[src/rtl/prewish_mentor.sv]
// Upstream controller for prewish_blinky: cycles a 4-entry LED mask table into the blinky
// with a one-cycle load strobe. A debounced button forces an advance; pause freezes the dwell timer.
module prewish_mentor #(
  parameter logic [23:0] DWELL_CYCLES    = 24'd12_000_000,
  parameter logic [15:0] DEBOUNCE_CYCLES = 16'd60_000,
  parameter logic [7:0]  PATTERN0        = 8'b10100000,
  parameter logic [7:0]  PATTERN1        = 8'b11110000,
  parameter logic [7:0]  PATTERN2        = 8'b10101010,
  parameter logic [7:0]  PATTERN3        = 8'b11001100
) (
  input  logic       CLK_I,
  input  logic       RST_N_I,
  input  logic       i_button,
  input  logic       i_pause,
  output logic       RST_O,
  output logic       STB_O,
  output logic [7:0] DAT_O,
  output logic [1:0] o_pattern_idx
);

  localparam int DW_W = $clog2(DWELL_CYCLES);
  localparam int DB_W = (DEBOUNCE_CYCLES > 16'd1) ? $clog2(DEBOUNCE_CYCLES) : 1;
  localparam logic [DW_W-1:0] DWELL_LAST = DW_W'(DWELL_CYCLES - 24'd1);
  localparam logic [DB_W-1:0] DB_LAST    = DB_W'(DEBOUNCE_CYCLES - 16'd1);

  typedef enum logic [1:0] {
    ST_INIT    = 2'd0,
    ST_LOAD    = 2'd1,
    ST_DWELL   = 2'd2,
    ST_ADVANCE = 2'd3
  } state_t;

  function automatic logic [7:0] pattern_of(input logic [1:0] idx);
    logic [7:0] pat;
    case (idx)
      2'd0:    pat = PATTERN0;
      2'd1:    pat = PATTERN1;
      2'd2:    pat = PATTERN2;
      2'd3:    pat = PATTERN3;
      default: pat = PATTERN0;
    endcase
    return pat;
  endfunction

  logic            r_sync1;
  logic            r_sync2;
  logic            r_db_level;
  logic [DB_W-1:0] r_db_cnt;
  logic            r_press;

  state_t          r_state;
  logic            r_init_seen;
  logic            r_pending;
  logic [DW_W-1:0] r_dwell_cnt;
  logic [1:0]      r_idx;
  logic            r_rst;
  logic            r_stb;
  logic [7:0]      r_dat;

  logic [1:0]      w_next_idx;
  logic            w_expire;

  assign w_next_idx = r_idx + 2'd1;
  assign w_expire   = !i_pause && (r_dwell_cnt == DWELL_LAST);

  // Button synchroniser and debouncer; r_press pulses once per accepted 0->1 change.
  always_ff @(posedge CLK_I or negedge RST_N_I) begin
    if (!RST_N_I) begin
      r_sync1    <= 1'b0;
      r_sync2    <= 1'b0;
      r_db_level <= 1'b0;
      r_db_cnt   <= {DB_W{1'b0}};
      r_press    <= 1'b0;
    end else begin
      r_sync1 <= i_button;
      r_sync2 <= r_sync1;
      if (r_sync2 != r_db_level) begin
        if (r_db_cnt == DB_LAST) begin
          r_db_level <= r_sync2;
          r_db_cnt   <= {DB_W{1'b0}};
          r_press    <= r_sync2;
        end else begin
          r_db_cnt <= r_db_cnt + 1'b1;
          r_press  <= 1'b0;
        end
      end else begin
        r_db_cnt <= {DB_W{1'b0}};
        r_press  <= 1'b0;
      end
    end
  end

  // Sequencer; outputs are updated on entry to the state that owns them.
  always_ff @(posedge CLK_I or negedge RST_N_I) begin
    if (!RST_N_I) begin
      r_state     <= ST_INIT;
      r_init_seen <= 1'b0;
      r_pending   <= 1'b0;
      r_dwell_cnt <= {DW_W{1'b0}};
      r_idx       <= 2'd0;
      r_rst       <= 1'b1;
      r_stb       <= 1'b0;
      r_dat       <= 8'd0;
    end else begin
      r_stb <= 1'b0;
      case (r_state)
        ST_INIT: begin
          if (r_press) begin
            r_pending <= 1'b1;
          end else begin
            r_pending <= r_pending;
          end
          // The first edge after release only marks INIT as seen, so RST_O spans a full clock.
          if (r_init_seen) begin
            r_state <= ST_LOAD;
            r_rst   <= 1'b0;
            r_stb   <= 1'b1;
            r_dat   <= pattern_of(r_idx);
          end else begin
            r_init_seen <= 1'b1;
          end
        end
        ST_LOAD: begin
          r_state     <= ST_DWELL;
          r_dwell_cnt <= {DW_W{1'b0}};
          if (r_press) begin
            r_pending <= 1'b1;
          end else begin
            r_pending <= r_pending;
          end
        end
        ST_DWELL: begin
          if (r_press || r_pending || w_expire) begin
            r_state   <= ST_ADVANCE;
            r_pending <= 1'b0;
          end else if (!i_pause) begin
            r_dwell_cnt <= r_dwell_cnt + 1'b1;
          end else begin
            r_dwell_cnt <= r_dwell_cnt;
          end
        end
        ST_ADVANCE: begin
          r_state   <= ST_LOAD;
          r_idx     <= w_next_idx;
          r_dat     <= pattern_of(w_next_idx);
          r_stb     <= 1'b1;
          r_pending <= r_press;
        end
        default: begin
          r_state <= ST_INIT;
        end
      endcase
    end
  end

  assign RST_O         = r_rst;
  assign STB_O         = r_stb;
  assign DAT_O         = r_dat;
  assign o_pattern_idx = r_idx;

endmodule
[config.mk]
export PLATFORM = sky130hd
export DESIGN_NAME = prewish_mentor
export DESIGN_NICKNAME = d
export VERILOG_FILES = /design/src/rtl/prewish_mentor.sv
export SDC_FILE = /design/constraint.sdc
export NUM_CORES = 1
export LEC_CHECK = 0
export BUFFER_PORTS_ARGS = -buffer_cell sky130_fd_sc_hd__buf_2
export CORE_ASPECT_RATIO = 1.1
export CORE_MARGIN = 3
export CORE_UTILIZATION = 65
export CTS_CLUSTER_DIAMETER = 30
export DETAILED_ROUTE_END_ITERATION = 10
export PLACE_DENSITY = 0.95
export SETUP_SLACK_MARGIN = 0.02
export SYNTH_ARGS = -nofsm -noshare
export SYNTH_HDL_FRONTEND = slang
export SYNTH_SLANG_ARGS = --single-unit
[constraint.sdc]
create_clock -name CLK_I -period 6.7 [get_ports CLK_I]
set_clock_uncertainty 0.05 [all_clocks]
set_input_delay 0.67 -clock CLK_I [delete_from_list [all_inputs] [get_ports CLK_I]]
set_output_delay 0.67 -clock CLK_I [all_outputs]
set_load 0.02 [all_outputs]
# Yosys cells after proc, flatten, opt, wreduce, memory -nomap -nowiden
# Cells that the tools add are included.
word_totals:
  reg_bits: 60
  out_inout_bits: 12
  wordCells: 68
classes:
  n_addsub: 3
  n_eq_ne: 17
  muxes: 19
  n_reduce_logical: 16
ops:
  columns: ["op", "count"]
  rows:
  - ["$pmux 8 s4", 2]
  - ["$mux 24", 2]
  - ["$pmux 24 s2", 1]
  - ["$mux 16", 2]
  - ["$add 24x1->24 const B", 1]
  - ["$eq 24x24->1 const B", 1]
  - ["$add 16x1->16 const B", 1]
  - ["$eq 16x16->1 const B", 1]
  - ["$pmux 8 s2", 1]
  - ["$eq 2x2->1 const B", 6]
  - ["$reduce_and 2->1", 5]
  - ["$mux 8", 1]
  - ["$ne 2x2->1 const B", 4]
  - ["$pmux 2 s4", 1]
  - ["$eq 2x1->1 const B", 3]
  - ["$logic_not 2->1", 3]
  - ["$mux 1", 5]
  - ["$mux 2", 2]
  - ["$reduce_bool 2->1", 2]
  - ["$pmux 1 s3", 1]
  - ["$reduce_and 3->1", 1]
  - ["$add 2x1->2 const B", 1]
  - ["$logic_or 1x1->1", 2]
  - ["$ne 2x1->1 const B", 1]
  - ["other kinds (5)", 5]

# Logic depth before layout (Yosys ltp)
logic_depth:
  depth_word: 5
  ltp_mapped: 8

# Least setup slack after synthesis
# Ideal clock, no wire load.
synth_timing:
  kind: "input to register"
  start: "input i_pause"
  end: "register r_state[1]"
  setup_time_ns: 0.125
  t_arrival_ns: 2.100
  t_required_ns: 6.525
  path_slack_ns: 4.426
  path_stages: 5
  path_buffers: 0
  cell_sequence: "nor4b_2 -> nand3b_1 -> or4_4 -> a21oi_1 -> mux2_2"
synth_via:
  elab_chain_cells: 5
synth_rtl:
  columns: ["item", "line_no", "text"]
  rows:
  - ["from (decl)", "14", "input logic i_pause,"]
  - ["$logic_not 1->1", null, null]
  - ["$logic_and 1x1->1", "64", "assign w_expire = !i_pause && (r_dwell_cnt == DWELL_LAST);"]
  - ["$logic_or 1x1->1", "133", "if (r_press || r_pending || w_expire) begin"]
  - ["$ne 2x2->1 (no source line)", null, null]
  - ["$reduce_and 2->1 (no source line)", null, null]
  - ["to (signal assigned)", "134", "r_state <= ST_ADVANCE;"]
  - ["to (signal assigned)", "143", "r_state <= ST_LOAD;"]
  - ["to (signal assigned)", "150", "r_state <= ST_INIT;"]
  - ["to (decl)", "51", "state_t r_state;"]
# No other way between the ends.
# A chain may end at the register's enable or synchronous reset.

# Final worst setup path
layout_timing:
  start: "register r_state[0]"
  end: "register r_dwell_cnt[17]"
layout_via:
  elab_chain_cells: 3
layout_rtl:
  columns: ["item", "line_no", "text"]
  rows:
  - ["from (signal assigned)", "96", "r_state <= ST_INIT;"]
  - ["from (signal assigned)", "115", "r_state <= ST_LOAD;"]
  - ["from (signal assigned)", "124", "r_state <= ST_DWELL;"]
  - ["$eq 2x2->1 / $eq 2x1->1 (equally long branches)", "106", "case (r_state)"]
  - ["$ne 2x2->1 (no source line) / $reduce_bool 2->1 (equally long branches)", null, null]
  - ["$reduce_and 3->1 (no source line)", null, null]
  - ["to (signal assigned)", "99", "r_dwell_cnt <= {DW_W{1'b0}};"]
  - ["to (signal assigned)", "125", "r_dwell_cnt <= {DW_W{1'b0}};"]
  - ["to (signal assigned)", "137", "r_dwell_cnt <= r_dwell_cnt + 1'b1;"]
  - ["to (decl)", "54", "logic [DW_W-1:0] r_dwell_cnt;"]
# Parallel ways exist; a longest one is shown, timed or not.

==> qor.csv <==
stage;metric;value;unit
status;status;finished clean;
critical_path;Crit path arrival time;3520;ps
drt;Pre-antenna DRT Iters;5;
critical_path;worst reg-to-reg setup slack;3340;ps
sta;setup TNS;0;ps
layout;# diodes;0;
logic_synthesis;Synth Area in XOR/XNOR;0.0454;
hold_path;HP Class;reg -> reg;
logic_synthesis;top post-synthesis cells by count;58 x dfrtp_1, 35 x nor2_1, 32 x nand2_1;
logic_synthesis;largest family of logic cells by synthesized area;simple AND/OR/NAND/NOR gates;
place;GPL Wtd Cong;0.904;
logic_synthesis;number of synthesized flops with an enable pin;0;
logic_synthesis;number of register bits inferred by synthesis;59;
cts;post_cts resized;0;
power_and_ir_drop;power density over the cells;210;nW/µm²
place;DP Wirelength;4600;µm
sta;final count of negative-setup-slack endpoints;0;
floorplanning;row cnt;26;
critical_path;crit start category;flop;
cts;Max clock buf depth;2;
drt;routed vias;2686;
sta;Worst slew margin;0.285;
critical_path;Data required, critical path;6860;ps
logic_synthesis;synth unique cells;53;
sta;Fin. Hold Viols;0;
layout;Finished Cell Area;3520;µm²
layout;share of layout cells above drive strength 1;0.131;
floorplanning;core area;4750;µm²
grt;total congestion overflow;0;
cts;cts hold-fix bufs;0;
place;Placed Cells;400;
sta;RSZ-0062 raised after global routing;no;
layout;fillers;309;
place;IO Port Bufs;14;
job;Max-cap violations;0;
logic_synthesis;Compound-Gate Fraction of Synth Area;0.132;
power_and_ir_drop;total power;0.000740;W
layout;Layout area overhead;7.48;%
cts;clk sinks;59;
drt;Detail Route Antenna Nets;0;
floorplanning;# IOs;16;
critical_path;Crit Path Category;reg -> reg;
logic_synthesis;syn_nets;359;
grt;largest net degree at the start of global routing;60;
logic_synthesis;register area share after synthesis;0.451;
logic_synthesis;Synth Cell Area;3280;µm²
floorplanning;initial core utilization;0.690;
logic_synthesis;Post-Synth Adder-Cell Area;0.0496;
logic_synthesis;Post-synth ARST share;1.00;
grt;overall routing resource usage;0.266;
logic_synthesis;Mean Syn Cell Area;9.58;µm²
logic_synthesis;Top FF cell, synth;dfrtp_1;
drt;Total Wirelength;7090;µm
drt;WL/cell;17.0;µm
layout;Finished Layout Cells;416;
power_and_ir_drop;VDD IR max;0.000273;V
critical_path;CP endpoint kind;flop;
drt;DRC errors left;0;
cts;Worst-Skew Late Latency;340;ps
sta;final period utilization;0.501;
logic_synthesis;Post-Synthesis Cells;342;
floorplanning;chip width;73.7;µm
sta;clock period minus worst slack;3360;ps
sta;Peak Freq;298;MHz
cts;buffer count from post-CTS setup fixing;0;
logic_synthesis;Area contributors post-synth;dfrtp_1 44%, ha_1 5.0%, nor2_1 4.0%;
grt;vias in the first global route;2617;
floorplanning;die height;80.5;µm
critical_path;critical path peak fanout;15;
drt;initial DRC count;334;
cts;clk slew on worst S/H paths;60;ps
layout;Layout Nets;372;
cts;Num CTS Buffers;9;
cts;root buffer cell;clkbuf_8;
drt;Vias/cell;6.46;
grt;antenna violations before repair;0;
grt;first-pass GRT wire length;11900;µm
place;Placed Area;3360;µm²
floorplanning;Die ar.;5930;µm²
logic_synthesis;number of synthesis warnings;0;
power_and_ir_drop;P_leak;1.54;nW
logic_synthesis;share of the synthesized area in the top cell type;0.443;
logic_synthesis;Synth Area in Simple Gates;0.244;
cts;CTS tree;built;
cts;H-Tree Depth;3;
logic_synthesis;dominant cell by count in the synthesized netlist;dfrtp_1;
logic_synthesis;Yosys top cell by area;dfrtp_1;
sta;worst slew pin tran;1060;ps
logic_synthesis;post-synthesis mux area share;0.0420;
sta;Pins Over Slew Limit;0;
[sequential cells by signal, indices dropped and copies added, names as in the netlist]
| name | cells |
|---|---|
| r_dwell_cnt | 24 |
| r_db_cnt | 16 |
| DAT_O | 7 |
| o_pattern_idx | 2 |
| r_state | 2 |
| RST_O | 1 |
| STB_O | 1 |
| r_db_level | 1 |
| r_init_seen | 1 |
| r_pending | 1 |
| r_press | 1 |
| r_sync1 | 1 |
| r_sync2 | 1 |
[cells by family after synthesis]
group / after synthesis
xor gates and xnor gates: 17
buffers and inverters: 26
muxes: 13
adders and majority gates: 13
other: 1
DFF: 59
AOI/OAI and AO/OA: 68
and+or+nand+nor: 145
[placed cells by master, fill, tap and decap left out, types with 8 or more instances in the layout]
cell type	synthesis	routed
a31oi_1	9	9
o21ai_0	15	15
buf_2	2	14
ha_1	13	13
dfrtp_1	58	58
nand3_1	19	19
xnor2_1	9	9
xor2_1	8	8
nor2_1	35	35
inv_1	13	13
o31ai_1	9	9
a21oi_1	16	16
nand2_1	32	32
clkbuf_8	0	10
[worst max-delay path, cell delays in order (launching register included)]
cell	delay [ps]
dfrtp_1	420
inv_1	120
ha_1	480
or4b_1	740
nor4_2	880
a21oi_1	160
o31ai_1	250
o21ai_0	120
[power by group]
group          internal (W)  leakage (nW)  switching [W]
registers          0.000374         0.784      0.0000232
logic             0.0000232         0.665      0.0000419
clock network      0.000143        0.0872       0.000136
total              0.000539          1.54       0.000201
[worst paths after layout]
check	from	end	depth (start not counted)
max	r_state[0]$_DFFE_PN0P_	r_dwell_cnt[17]$_DFFE_PN0P_	7
max in group asynchronous	RST_N_I	r_dwell_cnt[19]$_DFFE_PN0P_	2
max reg2reg	r_state[0]$_DFFE_PN0P_	r_dwell_cnt[17]$_DFFE_PN0P_	7
min	r_sync1$_DFF_PN0_	r_sync2$_DFF_PN0_	0
min reg2reg	r_sync1$_DFF_PN0_	r_sync2$_DFF_PN0_	0
min in group asynchronous	RST_N_I	r_dwell_cnt[22]$_DFFE_PN0P_	2
[metal layers]
layer  wire length [µm]  global-route usage  vias to the layer above
met2               3530               0.424                      129
met1               2850               0.329                     1269
li1                   -                   -                     1260
met4                273               0.141                        0
met5                  0                   0                        -
met3                435              0.0651                       28
[through the flow]
stage | setup slack (ps) | util | hold WS, ps
CTS | 3370 | 0.742 | 307
finish | 3340 | 0.742 | 307
global placement | 3590 | 0.707 | 281
global route | 3020 | 0.742 | 313
detailed placement | 3390 | 0.707 | 294
floorplan | 4430 | - | 281
[layout make-up]
type                    count  area (µm²)  area share
multi-input cells         257        1680       0.478
flip-flops and latches     59        1480       0.420
clock buffers              13         149      0.0423
repair buffers             15        77.6      0.0220
well taps                  56        70.1      0.0199
inverters                  13        48.8      0.0139
clock inverters             3        15.0     0.00426
(Power assumes the default switching activity.)
